===== src/rtl/uart_pkg.sv =====
// Shared UART definitions for the oversampling receiver and the future transmitter.
// Contents:
//   uart_state_e       - frame FSM state encoding (IDLE, START, DATA, PARITY, STOP)
//   SAMPLE_OFS_*       - positions of the three mid-bit sample ticks, relative to OVERSAMPLE/2
//   PARITY_EVEN/ODD    - parity sense constants
//   majority3()        - 2-of-3 vote used to decide each bit
package uart_pkg;

    typedef enum logic [2:0] {
        ST_IDLE   = 3'd0,
        ST_START  = 3'd1,
        ST_DATA   = 3'd2,
        ST_PARITY = 3'd3,
        ST_STOP   = 3'd4
    } uart_state_e;

    localparam int SAMPLE_OFS_EARLY = -1;
    localparam int SAMPLE_OFS_MID   = 0;
    localparam int SAMPLE_OFS_LATE  = 1;

    localparam logic PARITY_EVEN = 1'b0;
    localparam logic PARITY_ODD  = 1'b1;

    function automatic logic majority3(input logic a, input logic b, input logic c);
        return (a & b) | (a & c) | (b & c);
    endfunction

endpackage


===== src/rtl/uart_rx_os_if.sv =====
// Receive-side word interface of the oversampling UART receiver.
//   rx_data    - received word (DATA_BITS wide), stable while rx_valid
//   rx_valid   - word available, held until rx_valid & rx_ready on a clock edge
//   rx_ready   - consumer accepts the word
//   frame_err  - qualifies rx_data: a stop bit was sampled 0
//   parity_err - qualifies rx_data: parity mismatch
//   overrun    - one-cycle pulse: a frame was dropped because the word was not taken
//   busy       - receiver is inside a frame
// master = receiver side, slave = consumer side.
interface uart_rx_os_if #(
    parameter int DATA_BITS = 8
);
    logic [DATA_BITS-1:0] rx_data;
    logic                 rx_valid;
    logic                 rx_ready;
    logic                 frame_err;
    logic                 parity_err;
    logic                 overrun;
    logic                 busy;

    modport master (
        output rx_data, rx_valid, frame_err, parity_err, overrun, busy,
        input  rx_ready
    );

    modport slave (
        input  rx_data, rx_valid, frame_err, parity_err, overrun, busy,
        output rx_ready
    );
endinterface


===== src/rtl/uart_baud_tick.sv =====
// Oversample tick generator: a one-clock tick_o pulse every CLK_DIV clocks.
// restart_i clears the divider so the first tick lands exactly CLK_DIV clocks
// after the restart, aligning the tick grid to the start edge of a frame.
// Ports: clk, rst_n (async, active low), restart_i, tick_o (registered).
module uart_baud_tick #(
    parameter int CLK_DIV = 27
) (
    input  logic clk,
    input  logic rst_n,
    input  logic restart_i,
    output logic tick_o
);
    localparam int CNT_W = (CLK_DIV > 2) ? $clog2(CLK_DIV) : 1;
    localparam logic [CNT_W-1:0] CNT_LAST = CNT_W'(CLK_DIV - 1);
    localparam logic [CNT_W-1:0] CNT_PRE  = CNT_W'(CLK_DIV - 2);

    logic [CNT_W-1:0] cnt_q;
    logic             tick_q;

    // Divider counter and registered tick, high while cnt_q sits at its last value.
    always_ff @(posedge clk or negedge rst_n) begin
        if (!rst_n) begin
            cnt_q  <= '0;
            tick_q <= 1'b0;
        end else if (restart_i) begin
            cnt_q  <= '0;
            tick_q <= 1'b0;
        end else begin
            cnt_q  <= (cnt_q == CNT_LAST) ? '0 : cnt_q + CNT_W'(1);
            tick_q <= (cnt_q == CNT_PRE);
        end
    end

    assign tick_o = tick_q;
endmodule


===== src/rtl/uart_rx_os.sv =====
// Oversampling UART receiver.
// Synchronizes the asynchronous rx line, times each bit with OVERSAMPLE ticks of
// uart_baud_tick, decides each bit by 2-of-3 majority around mid-bit, rejects
// start glitches, flags framing errors, detects overrun and (optionally) checks parity.
// Optional feature macro: UART_RX_PARITY_EN (adds a parity bit after the data bits).
// Ports:
//   clk, rst_n - single clock, asynchronous active-low reset
//   rx         - serial line, idle high, asynchronous to clk
//   rx_if      - uart_rx_os_if.master: word, valid/ready handshake, error flags, busy
module uart_rx_os #(
    parameter int CLK_DIV    = 27,
    parameter int OVERSAMPLE = 16,
    parameter int DATA_BITS  = 8,
    parameter int STOP_BITS  = 1,
    parameter bit PARITY_ODD = 1'b0
) (
    input  logic         clk,
    input  logic         rst_n,
    input  logic         rx,
    uart_rx_os_if.master rx_if
);
    import uart_pkg::*;

    localparam int TICK_W = $clog2(OVERSAMPLE);
    localparam int BIT_W  = $clog2(DATA_BITS + 1);
    localparam logic [TICK_W-1:0] T_EARLY = TICK_W'(OVERSAMPLE / 2 + SAMPLE_OFS_EARLY);
    localparam logic [TICK_W-1:0] T_MID   = TICK_W'(OVERSAMPLE / 2 + SAMPLE_OFS_MID);
    localparam logic [TICK_W-1:0] T_LATE  = TICK_W'(OVERSAMPLE / 2 + SAMPLE_OFS_LATE);
    localparam logic [TICK_W-1:0] T_LAST  = TICK_W'(OVERSAMPLE - 1);
    localparam logic [BIT_W-1:0]  LAST_DATA = BIT_W'(DATA_BITS - 1);
    localparam logic [BIT_W-1:0]  LAST_STOP = BIT_W'(STOP_BITS - 1);

    logic                 rx_meta_q, rxs_q, rxs_prev_q;
    logic                 tick_s, restart_s, decide_s, bit_s, perr_s, stop_err_s;
    uart_state_e          state_q;
    logic [TICK_W-1:0]    tick_cnt_q;
    logic [BIT_W-1:0]     bit_cnt_q;
    logic [1:0]           vote_q;
    logic [DATA_BITS-1:0] shift_q;
    logic                 ferr_q, brk_q, done_q, busy_q;
    logic [DATA_BITS-1:0] frame_data_q;
    logic                 frame_ferr_q, frame_perr_q;
    logic [DATA_BITS-1:0] rx_data_q;
    logic                 rx_valid_q, frame_err_q, parity_err_q, overrun_q;

`ifdef UART_RX_PARITY_EN
    logic                 perr_q;
    assign perr_s = perr_q;
`else
    // PARITY_ODD only matters when the parity bit exists.
    logic                 unused_parity_cfg_s;
    assign unused_parity_cfg_s = PARITY_ODD;
    assign perr_s = 1'b0;
`endif

    // Two-flop synchronizer plus a history flop for falling-edge detection; idle-high preset.
    always_ff @(posedge clk or negedge rst_n) begin
        if (!rst_n) begin
            rx_meta_q  <= 1'b1;
            rxs_q      <= 1'b1;
            rxs_prev_q <= 1'b1;
        end else begin
            rx_meta_q  <= rx;
            rxs_q      <= rx_meta_q;
            rxs_prev_q <= rxs_q;
        end
    end

    assign restart_s  = (state_q == ST_IDLE) && rxs_prev_q && !rxs_q;
    // The third sample is taken directly from rxs_q in the decision cycle.
    assign decide_s   = tick_s && (tick_cnt_q == T_LATE);
    assign bit_s      = majority3(vote_q[0], vote_q[1], rxs_q);
    assign stop_err_s = ferr_q | ~bit_s;

    uart_baud_tick #(.CLK_DIV(CLK_DIV)) u_baud (
        .clk       (clk),
        .rst_n     (rst_n),
        .restart_i (restart_s),
        .tick_o    (tick_s)
    );

    // Frame FSM with tick/bit counters, mid-bit voting and the completed-frame capture.
    always_ff @(posedge clk or negedge rst_n) begin
        if (!rst_n) begin
            state_q      <= ST_IDLE;
            tick_cnt_q   <= '0;
            bit_cnt_q    <= '0;
            vote_q       <= 2'b00;
            shift_q      <= '0;
            ferr_q       <= 1'b0;
            brk_q        <= 1'b0;
            done_q       <= 1'b0;
            busy_q       <= 1'b0;
            frame_data_q <= '0;
            frame_ferr_q <= 1'b0;
            frame_perr_q <= 1'b0;
`ifdef UART_RX_PARITY_EN
            perr_q       <= 1'b0;
`endif
        end else begin
            done_q <= 1'b0;
            // Tick position within the current bit; held at 0 between frames.
            if (state_q == ST_IDLE) begin
                tick_cnt_q <= '0;
            end else if (tick_s) begin
                tick_cnt_q <= (tick_cnt_q == T_LAST) ? '0 : tick_cnt_q + TICK_W'(1);
            end
            if (tick_s && (tick_cnt_q == T_EARLY)) begin
                vote_q[0] <= rxs_q;
            end
            if (tick_s && (tick_cnt_q == T_MID)) begin
                vote_q[1] <= rxs_q;
            end
            case (state_q)
                ST_IDLE: begin
                    if (restart_s) begin
                        state_q   <= ST_START;
                        busy_q    <= 1'b1;
                        bit_cnt_q <= '0;
                        ferr_q    <= 1'b0;
                        brk_q     <= 1'b0;
                    end
                end
                ST_START: begin
                    if (decide_s) begin
                        if (bit_s) begin
                            // Line was high at mid-bit: a glitch, not a start bit.
                            state_q <= ST_IDLE;
                            busy_q  <= 1'b0;
                        end else begin
                            state_q <= ST_DATA;
                        end
                    end
                end
                ST_DATA: begin
                    if (decide_s) begin
                        shift_q <= {bit_s, shift_q[DATA_BITS-1:1]};
                        if (bit_cnt_q == LAST_DATA) begin
                            bit_cnt_q <= '0;
`ifdef UART_RX_PARITY_EN
                            state_q   <= ST_PARITY;
`else
                            state_q   <= ST_STOP;
`endif
                        end else begin
                            bit_cnt_q <= bit_cnt_q + BIT_W'(1);
                        end
                    end
                end
`ifdef UART_RX_PARITY_EN
                ST_PARITY: begin
                    if (decide_s) begin
                        perr_q  <= bit_s ^ (^shift_q) ^ PARITY_ODD;
                        state_q <= ST_STOP;
                    end
                end
`endif
                ST_STOP: begin
                    if (brk_q) begin
                        // Break in progress: hold off until the line returns high.
                        if (rxs_q) begin
                            brk_q   <= 1'b0;
                            state_q <= ST_IDLE;
                            busy_q  <= 1'b0;
                        end
                    end else if (decide_s) begin
                        if (bit_cnt_q == LAST_STOP) begin
                            done_q       <= 1'b1;
                            frame_data_q <= shift_q;
                            frame_ferr_q <= stop_err_s;
                            frame_perr_q <= perr_s;
                            if (stop_err_s && !rxs_q) begin
                                brk_q <= 1'b1;
                            end else begin
                                state_q <= ST_IDLE;
                                busy_q  <= 1'b0;
                            end
                        end else begin
                            ferr_q    <= stop_err_s;
                            bit_cnt_q <= bit_cnt_q + BIT_W'(1);
                        end
                    end
                end
                default: begin
                    state_q <= ST_IDLE;
                    busy_q  <= 1'b0;
                end
            endcase
        end
    end

    // Output word register: load a completed frame, flag overrun, or clear on handshake.
    always_ff @(posedge clk or negedge rst_n) begin
        if (!rst_n) begin
            rx_data_q    <= '0;
            rx_valid_q   <= 1'b0;
            frame_err_q  <= 1'b0;
            parity_err_q <= 1'b0;
            overrun_q    <= 1'b0;
        end else begin
            overrun_q <= 1'b0;
            if (done_q) begin
                // A load wins over a same-cycle handshake so back-to-back words survive.
                if (!rx_valid_q || rx_if.rx_ready) begin
                    rx_data_q    <= frame_data_q;
                    frame_err_q  <= frame_ferr_q;
                    parity_err_q <= frame_perr_q;
                    rx_valid_q   <= 1'b1;
                end else begin
                    overrun_q <= 1'b1;
                end
            end else if (rx_valid_q && rx_if.rx_ready) begin
                rx_valid_q <= 1'b0;
            end
        end
    end

    assign rx_if.rx_data    = rx_data_q;
    assign rx_if.rx_valid   = rx_valid_q;
    assign rx_if.frame_err  = frame_err_q;
    assign rx_if.parity_err = parity_err_q;
    assign rx_if.overrun    = overrun_q;
    assign rx_if.busy       = busy_q;
endmodule


===== src/flat_wrapper.sv =====
// flat-port wrapper written by rule: the top's interface ports become plain ports
module uart_rx_os_flat import uart_pkg::*;
#(
    parameter int CLK_DIV    = 27,
    parameter int OVERSAMPLE = 16,
    parameter int DATA_BITS  = 8,
    parameter int STOP_BITS  = 1,
    parameter bit PARITY_ODD = 1'b0
)
  (clk, rst_n, rx, rx_if_rx_data, rx_if_rx_valid, rx_if_frame_err, rx_if_parity_err, rx_if_overrun, rx_if_busy, rx_if_rx_ready);
  uart_rx_os_if #(.DATA_BITS(DATA_BITS)) rx_if_i ();
  input  logic clk;
  input  logic rst_n;
  input  logic rx;
  output wire logic [$bits(rx_if_i.rx_data)-1:0] rx_if_rx_data;
  output wire logic [$bits(rx_if_i.rx_valid)-1:0] rx_if_rx_valid;
  output wire logic [$bits(rx_if_i.frame_err)-1:0] rx_if_frame_err;
  output wire logic [$bits(rx_if_i.parity_err)-1:0] rx_if_parity_err;
  output wire logic [$bits(rx_if_i.overrun)-1:0] rx_if_overrun;
  output wire logic [$bits(rx_if_i.busy)-1:0] rx_if_busy;
  input wire logic [$bits(rx_if_i.rx_ready)-1:0] rx_if_rx_ready;
  assign rx_if_rx_data = rx_if_i.rx_data;
  assign rx_if_rx_valid = rx_if_i.rx_valid;
  assign rx_if_frame_err = rx_if_i.frame_err;
  assign rx_if_parity_err = rx_if_i.parity_err;
  assign rx_if_overrun = rx_if_i.overrun;
  assign rx_if_busy = rx_if_i.busy;
  assign rx_if_i.rx_ready = rx_if_rx_ready;
  uart_rx_os #(.CLK_DIV(CLK_DIV), .OVERSAMPLE(OVERSAMPLE), .DATA_BITS(DATA_BITS), .STOP_BITS(STOP_BITS), .PARITY_ODD(PARITY_ODD)) u_core (.clk(clk), .rst_n(rst_n), .rx(rx), .rx_if(rx_if_i));
endmodule

===== config.mk =====
export PLATFORM = sky130hd
export DESIGN_NAME = uart_rx_os_flat
export DESIGN_NICKNAME = d
export VERILOG_FILES = /design/src/rtl/uart_pkg.sv /design/src/rtl/uart_rx_os_if.sv /design/src/rtl/uart_baud_tick.sv /design/src/rtl/uart_rx_os.sv /design/src/flat_wrapper.sv
export SDC_FILE = /design/constraint.sdc
export NUM_CORES = 1
export LEC_CHECK = 0
export ABC_AREA = 1
export CORE_MARGIN = 2
export CORE_UTILIZATION = 50
export CTS_CLUSTER_DIAMETER = 150
export DETAILED_ROUTE_END_ITERATION = 8
export PLACE_DENSITY = 0.71
export SLEW_MARGIN = 20
export SYNTH_ARGS = -nofsm -noshare
export SYNTH_HDL_FRONTEND = slang
export SYNTH_HIERARCHICAL = 1
export SYNTH_SLANG_ARGS = --single-unit

===== constraint.sdc =====
create_clock -name clk -period 3.55 [get_ports clk]
set_input_delay 0.71 -clock clk [delete_from_list [all_inputs] [get_ports clk]]
set_output_delay 0.71 -clock clk [all_outputs]
set_load 0.02 [all_outputs]

==> results.md, run 1 <==
- Worst hold path class: flop to flop
- CTS clock-pin slew for the worst setup and hold paths: approximately 0.1 ns
- Antenna cells: 0
- Area share of the leading cell type in the synthesized netlist: about half
- Tot GR Track Use: about 17%
- Number of global-route vias before repair: 1691
- P per Cell Area: between 500 and 600 mW/mm^2
- Worst path cell trace: clkdlybuf4s50_1
- Hold WS: around 0.36 ns
- Hpwl dp: 3000 um
- Crit path largest cell delay: 0.60 ns
- Num CTS Buffers: 5
- Full die area: ~0.0057 mm^2
- Register area: between 0.001 and 0.0015 mm^2
- Finished Core Util: 57.8%
- Cell taking the most area after synthesis: dfrtp_1
- CTS HTree Levels: 2
- Max Freq: around 0.51 GHz
- Synth Warn #: 6
- Gpl congestion: just over 0.8
- Clock latency on the worst-skew pair: roughly 0.30 ns
- Placed Area: ~0.0028 mm^2
- Layout Nets: 307
- CP max-delay cell: clkdlybuf4s50_1
- Adder and majority cell fraction of the synthesized area: slightly below 4%
- Largest family of logic cells by synthesized area: simple AND/OR/NAND/NOR gates
- Setup violations, final: 0
- CTS Hold Bufs: 0
- Final Hold Vio Count: 0
- Seq/Total Area, Yosys: a little over half
- DRC viols: 0
- Mux cell area share after synthesis: 3.51%
- Max-cap violations: 0
- CP Capture Type: output port
- Post-route clock period utilization: roughly 56%
- Power Total: ~1.7 mW
- Final ANT Viol Nets: 0
- Root buffer cell: clkbuf_8
- Post-synthesis cell type count: 34
- DIE WIDTH: 75.7 um
- DP Worst Slack: 1.51 ns
- Post-Route WL: 4080 um
- Mapped Cells: 274
- Post-cts sizing count: 0
- Vias per inst: about 4.8
- Final worst slack: ~1.6 ns
- PortBufs: 15
- Largest net degree at the start of global routing: 28
- XOR/XNOR Fraction of Synth Area: approximately 1.4%
- Crit path arrival time: around 1.3 ns
- DIE HEIGHT: around 76 um
- Startpoint types: flop
- Bufs and invs on worst path: 1
- First-pass GRT wire length: 7290 um
- Simple-gate share of the synthesized area: 23.0%
- RSZ-0062 raised after global routing: false
- Initial antenna violation count: 0
- Syn Nets: ~290
- Initial Utilization: 51.0%
- CP max FO: 2
- Seq cells post-synth: 54
- Area contributors post-synth: dfrtp_1 50%, nand2_1 9.3%, inv_1 4.7%
- Setup TNS: 0 ns
- Crit Path Class: flop to output port
- Worst VDD drop: 0.325 mV
- IO Pins: 17
- CTS tree: done
- Sink Count: 54
- Synth Area in Compound Gates: ~8.4%
- Drt first-iter violations: just under 90
- Tmin final: 1.98 ns
- Post-route cell area: 0.00292 mm^2
- Clk_skew: a little under 0.007 ns
- Routed vias: roughly 1800
- Clk buf depth: 2
- Remaining Overflow, GRT: 0
- Data required, critical path: 2.84 ns
- Area of the multi-input gates: between 0.001 and 0.0015 mm^2
- FP Rows: 26
- # fillers: between 400 and 500
- Layout cells sized above 1: between 10% and 20%
- Final cell count without fillers: 366
- WL/cell: roughly 11 um
- Core Area: about 0.005 mm^2
- Area Growth Syn to Fin: 13.5%
- Synthesized area per cell: roughly 9.4 um^2
- Post-Syn Area: between 0.002 and 0.003 mm^2
- Measured slew at the worst slew-check pin: roughly 0.58 ns
- Max-slew violations: 0
- Lkg Pwr: 1.46 nW
- CP delay by family, top: buffers and inverters
- Status: complete, no violations
- Slew margin rel.: 61.0%
- # Post-CTS Setup Buffers: 0
- Cells after DPL: around 360
- DR pass1 iterations: 4
[cells in the mapped netlist]
library cell / count
buf_6: 2
o21bai_1: 1
and3_1: 1
nor3_4: 1
nand3_1: 18
xnor2_1: 1
o21a_1: 1
nor2_4: 3
buf_4: 1
nand2_2: 4
mux2_2: 8
a31oi_1: 3
dfrtp_1: 51
dfstp_2: 3
o22ai_1: 1
nor2_2: 3
o21ai_1: 4
xor2_1: 3
nand3_2: 2
nor3_1: 1
ha_1: 8
nand3b_1: 3
or2_2: 1
a21oi_1: 2
nand3_4: 1
o21ai_0: 15
o21ai_2: 8
nand2_4: 2
inv_1: 32
nand4_1: 1
inv_2: 8
nand2_1: 64
nor2_1: 16
conb_1: 1
[path summary, 6_finish.rpt]
| path | startpoint | endpoint | slack [ns] | cells after the start |
|---|---|---|---|---|
| min in group asynchronous | rst_n | u_core/rx_if.rx_data[0] | 0.39 | 1 |
| max | u_core/rx_if.busy | rx_if_busy | 1.57 | 1 |
| max reg2reg | u_core/state_q[0] | u_core/brk_q | 1.94 | 7 |
| max in group asynchronous | rst_n | u_core/u_baud/cnt_q[1] | 2.48 | 3 |
| min reg2reg | u_core/rx_meta_q | u_core/rxs_q | 0.36 | 0 |
| min | u_core/rx_meta_q | u_core/rxs_q | 0.36 | 0 |
[cells by family (layout without fill, tap and decap cells)]
family          after synthesis  count (layout)
compound gates               35              35
simple gates                121             121
other cells                   1               1
xor+xnor                      4               4
mux                           8               8
buf+inv                      43              65
fa+ha+maj                     8               8
flops                        54              54
[report_power, final]
part,total (mW),switching [mW],internal [mW]
Sequential,0.797,0.102,0.695
Combinational,0.507,0.317,0.190
Clock,0.415,0.202,0.214
Total,1.72,0.620,1.10
[per-layer routing]
layer | global-route usage, % | share of wire (%) | up-vias
met3 | 3.97 | 3.0 | 2
met2 | 27.9 | 47 | 27
met5 | 0 | 0 | -
met1 | 22.0 | 50 | 836
met4 | 5.65 | 0.54 | 0
li1 | - | - | 910
[cells in the final DEF, fill, tap and decap left out, drive strengths merged, types with 5 or more instances in the layout]
| master | instances |
|---|---|
| nand3 | 21 |
| nand2 | 70 |
| inv | 41 |
| nor2 | 22 |
| ha | 8 |
| clkdlybuf4s50 | 14 |
| dfrtp | 51 |
| clkbuf | 5 |
| o21ai | 27 |
| mux2 | 8 |
[flip-flops by register name, indices dropped and copies added (netlist names), 2 cells and up]
signal / cells
u_core/frame_data_q: 8
u_core/rx_if.rx_data: 8
u_core/shift_q: 8
u_core/u_baud/cnt_q: 5
u_core/bit_cnt_q: 4
u_core/tick_cnt_q: 4
u_core/state_q: 3
u_core/vote_q: 2
[cell type report]
cell class                      instances  area share, %
Sequential cell                        54           46.5
Clock buffer                            5           2.36
Inverter                               40           5.15
Multi-Input combinational cell        177           35.5
Clock inverter                          3           1.63
Timing Repair Buffer                   17           5.92
Tap cell                               70           3.00
[worst register-to-register path: stages (launching register included)]
cell and delay (ns):
dfrtp_1 0.45, nor2_4 0.23, nand2_4 0.09, nor2_1 0.19, nand2_2 0.26, inv_2 0.19, nand3_1 0.09, nand3_1 0.07
(Power assumes the default switching activity.)
==> inputs of run 2 (changes only) <==
==> constraint.sdc (replaced) <==
create_clock -name clk -period 2.05 [get_ports clk]
set_input_delay 0.41 -clock clk [delete_from_list [all_inputs] [get_ports clk]]
set_output_delay 0.41 -clock clk [all_outputs]
set_load 0.02 [all_outputs]
==> run 2 against run 1 <==
- register-to-register slack lost 1.5 ns
- clock power grew 69%
- combinational power grew 70%
- count of clock-buffer cells in the layout grew 1
- via count grew 0.28%
- worst setup slack lost 1.2 ns
- critical path type unchanged
- largest cell class unchanged
==> results.md, run 2 (synthesized netlist as in run 1, its figures left out) <==
- Status: complete, no violations
- Slew margin rel.: 64.7% (+3.7 points)
- Num CTS Buffers: 5 (unchanged)
- Core Area: 0.00504 mm^2 (unchanged)
- Combinational Power Share: 29.4% (about the same)
- Register area: 0.00136 mm^2 (unchanged)
- Post-route clock period utilization: 81.0%
- Crit path largest cell delay: 0.60 ns (about the same)
- Measured slew at the worst slew-check pin: 0.529 ns (-0.0552 ns)
- WL/cell: 10.8 um (-3.0%)
- Tmin final: between 1.5 and 2 ns
- Post-Route WL: 3940 um (-3.3%)
- CP max FO: 2 (unchanged)
- DR pass1 iterations: 4 (unchanged)
- Full die area: 0.00573 mm^2 (unchanged)
- Tot GR Track Use: 16.2% (-0.63 points)
- DIE WIDTH: 75.7 um (unchanged)
- Root buffer cell: clkbuf_8
- Initial antenna violation count: 0 (unchanged)
- Final ANT Viol Nets: 0 (unchanged)
- Area Growth Syn to Fin: 13.3%
- CTS tree: done
- Layout Nets: 307 (unchanged)
- CTS HTree Levels: 2 (unchanged)
- Hpwl dp: 3030 um (+1.2%)
- IO Pins: 17 (unchanged)
- Worst hold path class: input port to asynchronous set/reset pin
- CP max-delay cell: clkdlybuf4s50_1
- Area of the multi-input gates: 0.00103 mm^2 (unchanged)
- Power Total: 2.93 mW (+71%)
- Bufs and invs on worst path: 1 (unchanged)
- CTS clock-pin slew for the worst setup and hold paths: 0.09 ns (about the same)
- Sink Count: 54 (unchanged)
- Int Pwr: 1.92 mW (+75%)
- Largest net degree at the start of global routing: 25 (-11%)
- Setup TNS: 0 ns (unchanged)
- Clk buf depth: 2 (unchanged)
- Switching Power: 1.01 mW (+63%)
- Vias per inst: 4.88 (+0.56%)
- Clock power frac: 23.9% (-0.3 points)
- First-pass GRT wire length: 7100 um (-2.6%)
- Routed vias: 1780 (+0.28%)
- Clock latency on the worst-skew pair: 0.29 ns (about the same)
- Layout cells sized above 1: 18.3% (-0.28 points)
- Final Hold Vio Count: 0 (unchanged)
- Commonest non-fill, non-tap cells in the layout: 64 x nand2_1, 51 x dfrtp_1, 32 x inv_1
- Data required, critical path: 1.64 ns (-1.20 ns)
- Crit path arrival time: 1.25 ns (-0.02 ns)
- CTS Hold Bufs: 0 (unchanged)
- Antenna cells: 0 (unchanged)
- Initial Utilization: 51.0% (unchanged)
- Lkg Pwr: 1.46 nW (about the same)
- Clk_skew: 0.00341 ns (-0.00351 ns)
- P per Cell Area: 1010 mW/mm^2 (+71%)
- Crit Path Class: flop to output port
- # Post-CTS Setup Buffers: 0 (unchanged)
- Max-slew violations: 0 (unchanged)
- CP Capture Type: output port
- Worst VDD drop: 0.611 mV (+88%)
- DIE HEIGHT: 75.7 um (unchanged)
- Most common cell after layout, fill and taps aside: nand2_1
- Worst path cell trace: clkdlybuf4s50_1
- RSZ-0062 raised after global routing: false
- DRC viols: 0 (unchanged)
- Max Freq: between 0.6 and 0.7 GHz
- Max-cap violations: 0 (unchanged)
- FP Rows: 26 (unchanged)
- Drt first-iter violations: 108 (+24%)
- Switch share: 34.5% (-1.6 points)
- PortBufs: 15 (unchanged)
- Number of global-route vias before repair: 1657 (-2.0%)
- Post-cts sizing count: 0 (unchanged)
- Sequential power share: 46.7% (+0.3 points)
- CP delay by family, top: buffers and inverters
- Remaining Overflow, GRT: 0 (unchanged)
- Gpl congestion: 0.773 (-6.1%)
- Setup violations, final: 0 (unchanged)
- # fillers: 464 (+6.4%)
- Startpoint types: flop
==> run 2: metal layers <==
layer	global-route usage [%]	vias to the layer above	routed length [um]
met1	21.4	836	1900
met5	0	-	0
met2	27.1	29	1860
met3	3.57	4	142
met4	4.68	0	43
li1	-	911	-
==> run 2: power groups by stage <==
stage / combinational, mW / clock [mW] / sequential (mW)
after floorplan: 0.686 / 0 / 1.37
after global placement: 0.852 / 0 / 1.39
after detailed placement: 0.878 / 0 / 1.39
after CTS: 0.879 / 0.730 / 1.37
after global routing: 1.01 / 0.774 / 1.40
final: 0.863 / 0.700 / 1.37
==> run 2: final timing paths <==
check / start / end / slack, ns / cells after the start
worst max-delay path: u_core/rx_if.rx_data[2] / rx_if_rx_data[2] / 0.39 / 1
worst min-delay path: rst_n / u_core/done_q / 0.09 / 1
worst max register to register: u_core/tick_cnt_q[1] / u_core/brk_q / 0.45 / 8
worst min register to register: u_core/rx_meta_q / u_core/rxs_q / 0.36 / 0
max in group asynchronous: rst_n / u_core/rx_meta_q / 1.38 / 2
min in group clk: u_core/rx_meta_q / u_core/rxs_q / 0.36 / 0
==> run 2: cell type report <==
| class | instances | area share (%) |
|---|---|---|
| clock buffers | 6 | 2.84 |
| flip-flops and latches | 54 | 46.5 |
| clock inverters | 1 | 1.03 |
| multi-input cells | 177 | 35.5 |
| well taps | 70 | 3.01 |
| repair buffers | 17 | 5.93 |
| inverters | 40 | 5.15 |
==> run 2: worst reg2reg max path: stages (launching register included) <==
cell and delay (ns):
dfrtp_1 0.40, inv_1 0.10, ha_1 0.17, nand3_2 0.15, nor2_1 0.15, nand2_2 0.24
inv_2 0.18, nand3_1 0.08, nand3_1 0.07
==> run 2: through the flow <==
step / setup WS (ns) / util, % / area (um^2) / cells / hold WS [ns]
finish: 0.389 / 57.8 / 2910 / 365 / 0.0855
global route: 0.312 / 57.8 / 2910 / 365 / 0.117
CTS: 0.363 / 57.8 / 2910 / 365 / 0.0961
detailed placement: 0.309 / 55.5 / 2800 / 358 / 0.347
global placement: 0.336 / 55.5 / 2800 / 358 / 0.346
floorplan: 0.705 / - / 2570 / 274 / 0.114
